File: config.mk
export PLATFORM = sky130hd
export DESIGN_NAME = muldiv_seq_flat
export DESIGN_NICKNAME = d
export VERILOG_FILES = /design/src/rtl/muldiv_if.sv /design/src/rtl/muldiv_seq.sv /design/src/flat_wrapper.sv
export SDC_FILE = /design/constraint.sdc
export NUM_CORES = 1
export LEC_CHECK = 0
export ABC_AREA = 0
export CAP_MARGIN = 40
export CORE_MARGIN = 2
export CORE_UTILIZATION = 40
export DETAILED_ROUTE_END_ITERATION = 12
export PLACE_DENSITY_LB_ADDON = 0.1
export SETUP_SLACK_MARGIN = 0.4
export SLEW_MARGIN = 10
export SYNTH_ARGS = -nofsm -noshare
export SYNTH_HDL_FRONTEND = slang
export SYNTH_SLANG_ARGS = --single-unit
File: constraint.sdc
create_clock -name clk -period 4.2 [get_ports clk]
set_input_delay 1.26 -clock clk [delete_from_list [all_inputs] [get_ports clk]]
set_output_delay 1.26 -clock clk [all_outputs]
set_load 0.005 [all_outputs]
File: src/rtl/muldiv_if.sv
// Control-unit handshake for the MULT/DIV sequencer: request side in, Hi/Lo results and status out.
interface muldiv_if #(parameter int WIDTH = 32);
  logic             start;
  logic [1:0]       op;
  logic [WIDTH-1:0] op_a;
  logic [WIDTH-1:0] op_b;
  logic             abort;
  logic             busy;
  logic             done;
  logic             load_hi;
  logic             load_lo;
  logic [WIDTH-1:0] hi_out;
  logic [WIDTH-1:0] lo_out;
  logic             div_zero;

  modport master (output start, op, op_a, op_b, abort,
                  input  busy, done, load_hi, load_lo, hi_out, lo_out, div_zero);
  modport slave  (input  start, op, op_a, op_b, abort,
                  output busy, done, load_hi, load_lo, hi_out, lo_out, div_zero);
endinterface

File: src/rtl/muldiv_seq.sv
// Iterative signed MULT (shift-add) / DIV (restoring) sequencer, WIDTH steps per operation.
// Optional MULDIV_EARLY_OUT_EN commits zero results straight from CHECK when an operand is 0.
module muldiv_seq #(
  parameter int WIDTH = 32
) (
  input  logic  clk,
  input  logic  reset,
  muldiv_if.slave bus
);
  localparam int CW = $clog2(WIDTH);
  localparam logic [1:0] OP_MULT = 2'b01;
  localparam logic [1:0] OP_DIV  = 2'b10;

  typedef enum logic [1:0] {IDLE, CHECK, RUN, FIX} state_t;

  state_t             state, state_nxt;
  logic               dz_nxt, early_nxt;
  logic               is_div, neg_a, neg_b;
  logic [WIDTH-1:0]   a_r, b_r, m_r;
  logic [2*WIDTH-1:0] acc;
  logic [CW-1:0]      cnt;

  logic [WIDTH-1:0]   mag_a, mag_b;
  logic [WIDTH:0]     mul_sum, div_up, div_trial;
  logic [2*WIDTH:0]   div_sh;
  logic [2*WIDTH-1:0] mul_step, div_step, prod;
  logic [WIDTH-1:0]   quo, rem;

  assign mag_a = a_r[WIDTH-1] ? -a_r : a_r;
  assign mag_b = b_r[WIDTH-1] ? -b_r : b_r;

  // Right-shifting product register: the carry out of the add becomes the new MSB.
  assign mul_sum  = {1'b0, acc[2*WIDTH-1:WIDTH]} + (acc[0] ? {1'b0, m_r} : '0);
  assign mul_step = {mul_sum, acc[WIDTH-1:1]};

  // Partial remainder needs WIDTH+1 bits after the shift since |divisor| may be 2^(WIDTH-1).
  assign div_sh    = {acc, 1'b0};
  assign div_up    = div_sh[2*WIDTH:WIDTH];
  assign div_trial = div_up - {1'b0, m_r};
  assign div_step  = div_trial[WIDTH] ? div_sh[2*WIDTH-1:0]
                                      : {div_trial[WIDTH-1:0], div_sh[WIDTH-1:1], 1'b1};

  assign prod = (neg_a ^ neg_b) ? -acc : acc;
  assign quo  = (neg_a ^ neg_b) ? -acc[WIDTH-1:0] : acc[WIDTH-1:0];
  assign rem  = neg_a ? -acc[2*WIDTH-1:WIDTH] : acc[2*WIDTH-1:WIDTH];

  always_ff @(posedge clk or negedge reset) begin
    if (!reset) state <= IDLE;
    else        state <= state_nxt;
  end

  always_comb begin
    state_nxt = state;
    dz_nxt    = 1'b0;
    early_nxt = 1'b0;
    case (state)
      IDLE:  if (bus.start && (bus.op == OP_MULT || bus.op == OP_DIV)) state_nxt = CHECK;
      CHECK: begin
        if (is_div && b_r == '0) begin
          state_nxt = IDLE;
          dz_nxt    = 1'b1;
        end
`ifdef MULDIV_EARLY_OUT_EN
        else if ((!is_div && (a_r == '0 || b_r == '0)) || (is_div && a_r == '0)) begin
          state_nxt = IDLE;
          early_nxt = 1'b1;
        end
`endif
        else state_nxt = RUN;
      end
      RUN:   if (cnt == CW'(WIDTH-1)) state_nxt = FIX;
      FIX:   state_nxt = IDLE;
      default: state_nxt = IDLE;
    endcase
    if (bus.abort && state != IDLE) begin
      state_nxt = IDLE;
      dz_nxt    = 1'b0;
      early_nxt = 1'b0;
    end
  end

  always_ff @(posedge clk or negedge reset) begin
    if (!reset) begin
      is_div       <= 1'b0;
      neg_a        <= 1'b0;
      neg_b        <= 1'b0;
      a_r          <= '0;
      b_r          <= '0;
      m_r          <= '0;
      acc          <= '0;
      cnt          <= '0;
      bus.busy     <= 1'b0;
      bus.done     <= 1'b0;
      bus.load_hi  <= 1'b0;
      bus.load_lo  <= 1'b0;
      bus.div_zero <= 1'b0;
      bus.hi_out   <= '0;
      bus.lo_out   <= '0;
    end else begin
      bus.busy     <= (state_nxt != IDLE);
      bus.div_zero <= dz_nxt;
      bus.done     <= 1'b0;
      bus.load_hi  <= 1'b0;
      bus.load_lo  <= 1'b0;
      case (state)
        IDLE: if (state_nxt == CHECK) begin
          a_r    <= bus.op_a;
          b_r    <= bus.op_b;
          is_div <= (bus.op == OP_DIV);
        end
        CHECK: begin
          neg_a <= a_r[WIDTH-1];
          neg_b <= b_r[WIDTH-1];
          m_r   <= is_div ? mag_b : mag_a;
          acc   <= {{WIDTH{1'b0}}, (is_div ? mag_a : mag_b)};
          cnt   <= '0;
          if (early_nxt) begin
            bus.hi_out  <= '0;
            bus.lo_out  <= '0;
            bus.done    <= 1'b1;
            bus.load_hi <= 1'b1;
            bus.load_lo <= 1'b1;
          end
        end
        RUN: begin
          acc <= is_div ? div_step : mul_step;
          cnt <= cnt + 1'b1;
        end
        FIX: if (!bus.abort) begin
          bus.hi_out  <= is_div ? rem : prod[2*WIDTH-1:WIDTH];
          bus.lo_out  <= is_div ? quo : prod[WIDTH-1:0];
          bus.done    <= 1'b1;
          bus.load_hi <= 1'b1;
          bus.load_lo <= 1'b1;
        end
        default: ;
      endcase
    end
  end
endmodule

File: src/flat_wrapper.sv
// flat-port wrapper written by rule: the top's interface ports become plain ports
module muldiv_seq_flat 
#(
  parameter int WIDTH = 32
)
  (clk, reset, bus_start, bus_op, bus_op_a, bus_op_b, bus_abort, bus_busy, bus_done, bus_load_hi, bus_load_lo, bus_hi_out, bus_lo_out, bus_div_zero);
  muldiv_if #(.WIDTH(WIDTH)) bus_i ();
  input  logic clk;
  input  logic reset;
  input wire logic [$bits(bus_i.start)-1:0] bus_start;
  input wire logic [$bits(bus_i.op)-1:0] bus_op;
  input wire logic [$bits(bus_i.op_a)-1:0] bus_op_a;
  input wire logic [$bits(bus_i.op_b)-1:0] bus_op_b;
  input wire logic [$bits(bus_i.abort)-1:0] bus_abort;
  output wire logic [$bits(bus_i.busy)-1:0] bus_busy;
  output wire logic [$bits(bus_i.done)-1:0] bus_done;
  output wire logic [$bits(bus_i.load_hi)-1:0] bus_load_hi;
  output wire logic [$bits(bus_i.load_lo)-1:0] bus_load_lo;
  output wire logic [$bits(bus_i.hi_out)-1:0] bus_hi_out;
  output wire logic [$bits(bus_i.lo_out)-1:0] bus_lo_out;
  output wire logic [$bits(bus_i.div_zero)-1:0] bus_div_zero;
  assign bus_i.start = bus_start;
  assign bus_i.op = bus_op;
  assign bus_i.op_a = bus_op_a;
  assign bus_i.op_b = bus_op_b;
  assign bus_i.abort = bus_abort;
  assign bus_busy = bus_i.busy;
  assign bus_done = bus_i.done;
  assign bus_load_hi = bus_i.load_hi;
  assign bus_load_lo = bus_i.load_lo;
  assign bus_hi_out = bus_i.hi_out;
  assign bus_lo_out = bus_i.lo_out;
  assign bus_div_zero = bus_i.div_zero;
  muldiv_seq #(.WIDTH(WIDTH)) u_core (.clk(clk), .reset(reset), .bus(bus_i));
endmodule
==> results.py <==
metrics = {
    "logic_synthesis": {
        "synth-edff-count": 0,
        "yosysTopAreaCell": "dfrtp_1",
        "synthArstFlopShare_pct": 100.0,
        "synth.distinct_cells": 84,
        "postSynthAreaPerCell_sq_um": 8.873,
        "yosysMostFrequentCell": "dfrtp_1",
        "syn_inst": 1884,
        "synth-seq-cells": 237,
        "synth.cells.most_frequent": "dfrtp_1 (237), nor2_1 (194), nand2_1 (182)",
        "syn-cell-area_sq_mm": 0.01672,
        "synthTopCellsByArea": "dfrtp_1 (35%), xnor2_1 (6.2%), ha_1 (5.6%), mux2_2 (4.6%), o21ai_0 (4.6%)",
        "ys_warn_count": 0,
        "yosys.area.top_type_share_pct": 35.48,
        "seq_area_frac_synth_pct": 35.48,
        "synth_ff_type": "dfrtp_1",
        "syn-num-nets": 2031,
    },
    "drt": {
        "final_antenna_net_count": 0,
        "routedWlPerCell_um": 21.84,
        "remaining_drc_errors": 0,
        "drt_iter0_markers": 1226,
        "viasPerCell": 5.794,
        "drt_pass1_iterations": 6,
        "vias": 14910,
        "routed_wl_mm": 56.19,
    },
    "floorplanning": {
        "initial_utilization_pct": 40.76,
        "rows": 74,
        "fp.dieH_um": 208.4,
        "ios": 139,
        "core_area_sq_mm": 0.04102,
        "die_w_um": 208.4,
        "die-area_sq_mm": 0.04345,
    },
    "clock_network": {
        "cts.sinks": 237,
        "clock_path_buffers": 3,
        "cts-htree-levels": 1,
        "cts_tree": "built",
        "insertion_delay_ns": 0.59,
        "cts_root_buffer": "clkbuf_16",
        "cts_made_buffers": 29,
        "path_clk_slew_ns": 0.06,
    },
    "sta": {
        "hold_violations": 0,
        "period_needed_ns": 3.666,
        "setup_viol": 0,
        "tns_ns": 0,
        "fin_crit_sh_pct": 87.29,
        "maxSlewHeadroom_pct": 42.24,
        "rsz0062_at_grt": "no",
        "max_freq_ghz": 0.2728,
        "hold_slack_ns": 0.4739,
        "skew_ns": 0.01648,
        "report.final.slew_viol_count": 0,
        "tightest_slew_ns": 0.8664,
    },
    "place": {
        "place_inst": 2514,
        "hpwl_mm": 43.17,
        "portBuffers": 138,
        "gp_congestion": 0.9328,
    },
    "global_routing": {
        "grt_max_degree": 84,
        "grt_first_pass_wirelength_mm": 85.57,
        "antenna_found_initial": 1,
        "grt_overflow": 0,
        "grt_usage_pct": 25.34,
        "grt_pass1_vias": 13970,
    },
    "min_path": {
        "min_path_type": "reg2reg",
        "min_from": "u_core.bus.hi_out[7]$_DFFE_PN0P_",
    },
    "worst_setup_path": {
        "crit_type": "reg2reg",
        "start_kind": "register",
        "cp-end-kind": "register",
        "critPathLaunch": "u_core.acc[31]$_DFFE_PN0P_",
        "worstPathMaxFanout": 10,
        "arrival_ns": 4.13,
        "cp.required_ns": 4.66,
        "rr_startpoint": "u_core.acc[31]$_DFFE_PN0P_",
    },
    "cells_and_area": {
        "fin_cells": 2573,
        "fill_cells": 3919,
        "nets": 2166,
        "drive_gt1_share_pct": 12.59,
        "diodes": 0,
        "multi_input_area_sq_mm": 0.01021,
        "regArea_sq_mm": 0.005933,
        "syn_to_final_growth_pct": 20.17,
    },
    "flow_run": {
        "maxCapViolCount": 0,
    },
    "outcome": {
        "outcome": "complete, no violations",
    },
    "power_and_ir_drop": {
        "powerDensity_mw_per_mm2": 889.6,
        "peakVddDrop_mv": 0.3866,
        "p_total_uw": 17870,
        "leakage_uw": 0.008670,
    },
}
==> cell families after synthesis <==
group / Yosys count / synth area share, %
AOI/OAI and AO/OA: 497 / 19.15
and+or+nand+nor: 575 / 16.12
buffers and inverters: 181 / 4.236
adders and majority gates: 77 / 5.853
muxes: 143 / 10.05
xor gates and xnor gates: 174 / 9.116
DFF: 237 / 35.48
==> through the flow <==
step	cell area [sq um]	util [%]	worst slack, ns
after global routing	20090	48.98	0.3687
after CTS	19980	48.71	0.4039
after floorplan	16720	-	0.5878
after detailed placement	18980	46.28	0.01683
final	20090	48.98	0.5340
after global placement	18960	46.21	0.09803
==> worst max-delay path, stage by stage (launching register included) <==
cell and delay (ns):
dfrtp_1 0.35, inv_1 0.07, ha_1 0.23, fa_1 0.42
nor2b_2 0.15, o31a_1 0.19, o21ai_2 0.12, a21oi_2 0.27
a41oi_2 0.19, o41ai_2 0.35, buf_4 0.18, xor2_4 0.16
buf_12 0.16, buf_4 0.18, mux2i_1 0.20, nor2_1 0.06
a221o_1 0.26
==> final cells by class <==
cell class	instances	area share (%)
Clock buffer	39	4.048
Clock inverter	14	0.6664
Inverter	72	1.364
Multi-Input combinational cell	1466	50.84
Sequential cell	237	29.53
Tap cell	532	3.313
Timing Repair Buffer	213	10.23
==> registers in the layout, indices dropped and copies added (netlist names) <==
signal               flops
u_core.b_r              32
u_core.bus.div_zero      1
u_core.bus.hi_out       32
u_core.neg_b             1
u_core.is_div            1
u_core.acc              64
u_core.m_r              32
u_core.bus.done          1
u_core.neg_a             1
u_core.a_r              32
u_core.bus.lo_out       32
u_core.cnt               5
u_core.state             2
u_core.bus.busy          1
==> placed cells by master, fill, tap and decap left out, types with 25 or more instances in the layout <==
cell / instances
nor3_1: 37
nand3_1: 30
mux2i_1: 61
o21ai_0: 151
nor2_1: 194
a21o_1: 28
xnor2_1: 117
mux2_2: 69
ha_1: 72
dfrtp_1: 235
clkdlybuf4s50_1: 137
inv_1: 68
xor2_1: 55
a21oi_1: 99
o31ai_1: 25
nand2_1: 181
clkbuf_16: 29
buf_4: 66
==> per-layer routing <==
metal | track usage [%] | wire [um] | up-vias
li1 | - | - | 7068
met3 | 3.306 | 3747 | 65
met1 | 38.12 | 26890 | 7256
met5 | 0 | 0 | -
met4 | 5.631 | 1124 | 0
met2 | 38.58 | 24420 | 519
==> power by group <==
part	internal [uW]	total (uW)	switching, uW
Combinational	4700	10900	6170
Clock	1430	2510	1080
Sequential	3260	4500	1240
==> worst paths after layout <==
| check | to | slack [ns] | depth (start not counted) |
|---|---|---|---|
| hold reg to reg | u_core.bus.hi_out[7]$_DFFE_PN0P_ | 0.47 | 2 |
| min in group asynchronous | u_core.bus.hi_out[25]$_DFFE_PN0P_ | 0.66 | 1 |
| max in group asynchronous | u_core.is_div$_DFFE_PN0P_ | 2.53 | 2 |
| setup / recovery | u_core.acc[35]$_DFFE_PN0P_ | 0.53 | 16 |
| hold / removal | u_core.bus.hi_out[7]$_DFFE_PN0P_ | 0.47 | 2 |
| setup reg to reg | u_core.acc[35]$_DFFE_PN0P_ | 0.53 | 16 |
==> repair_timing <==
item,in CTS,in global routing
hold buffers,0,0
gates resized for setup,6,17
endpoints found under the setup margin,30,30
pin swaps,3,7
setup buffers,2,4
Note: power is estimated with default switching activity, not from simulation.
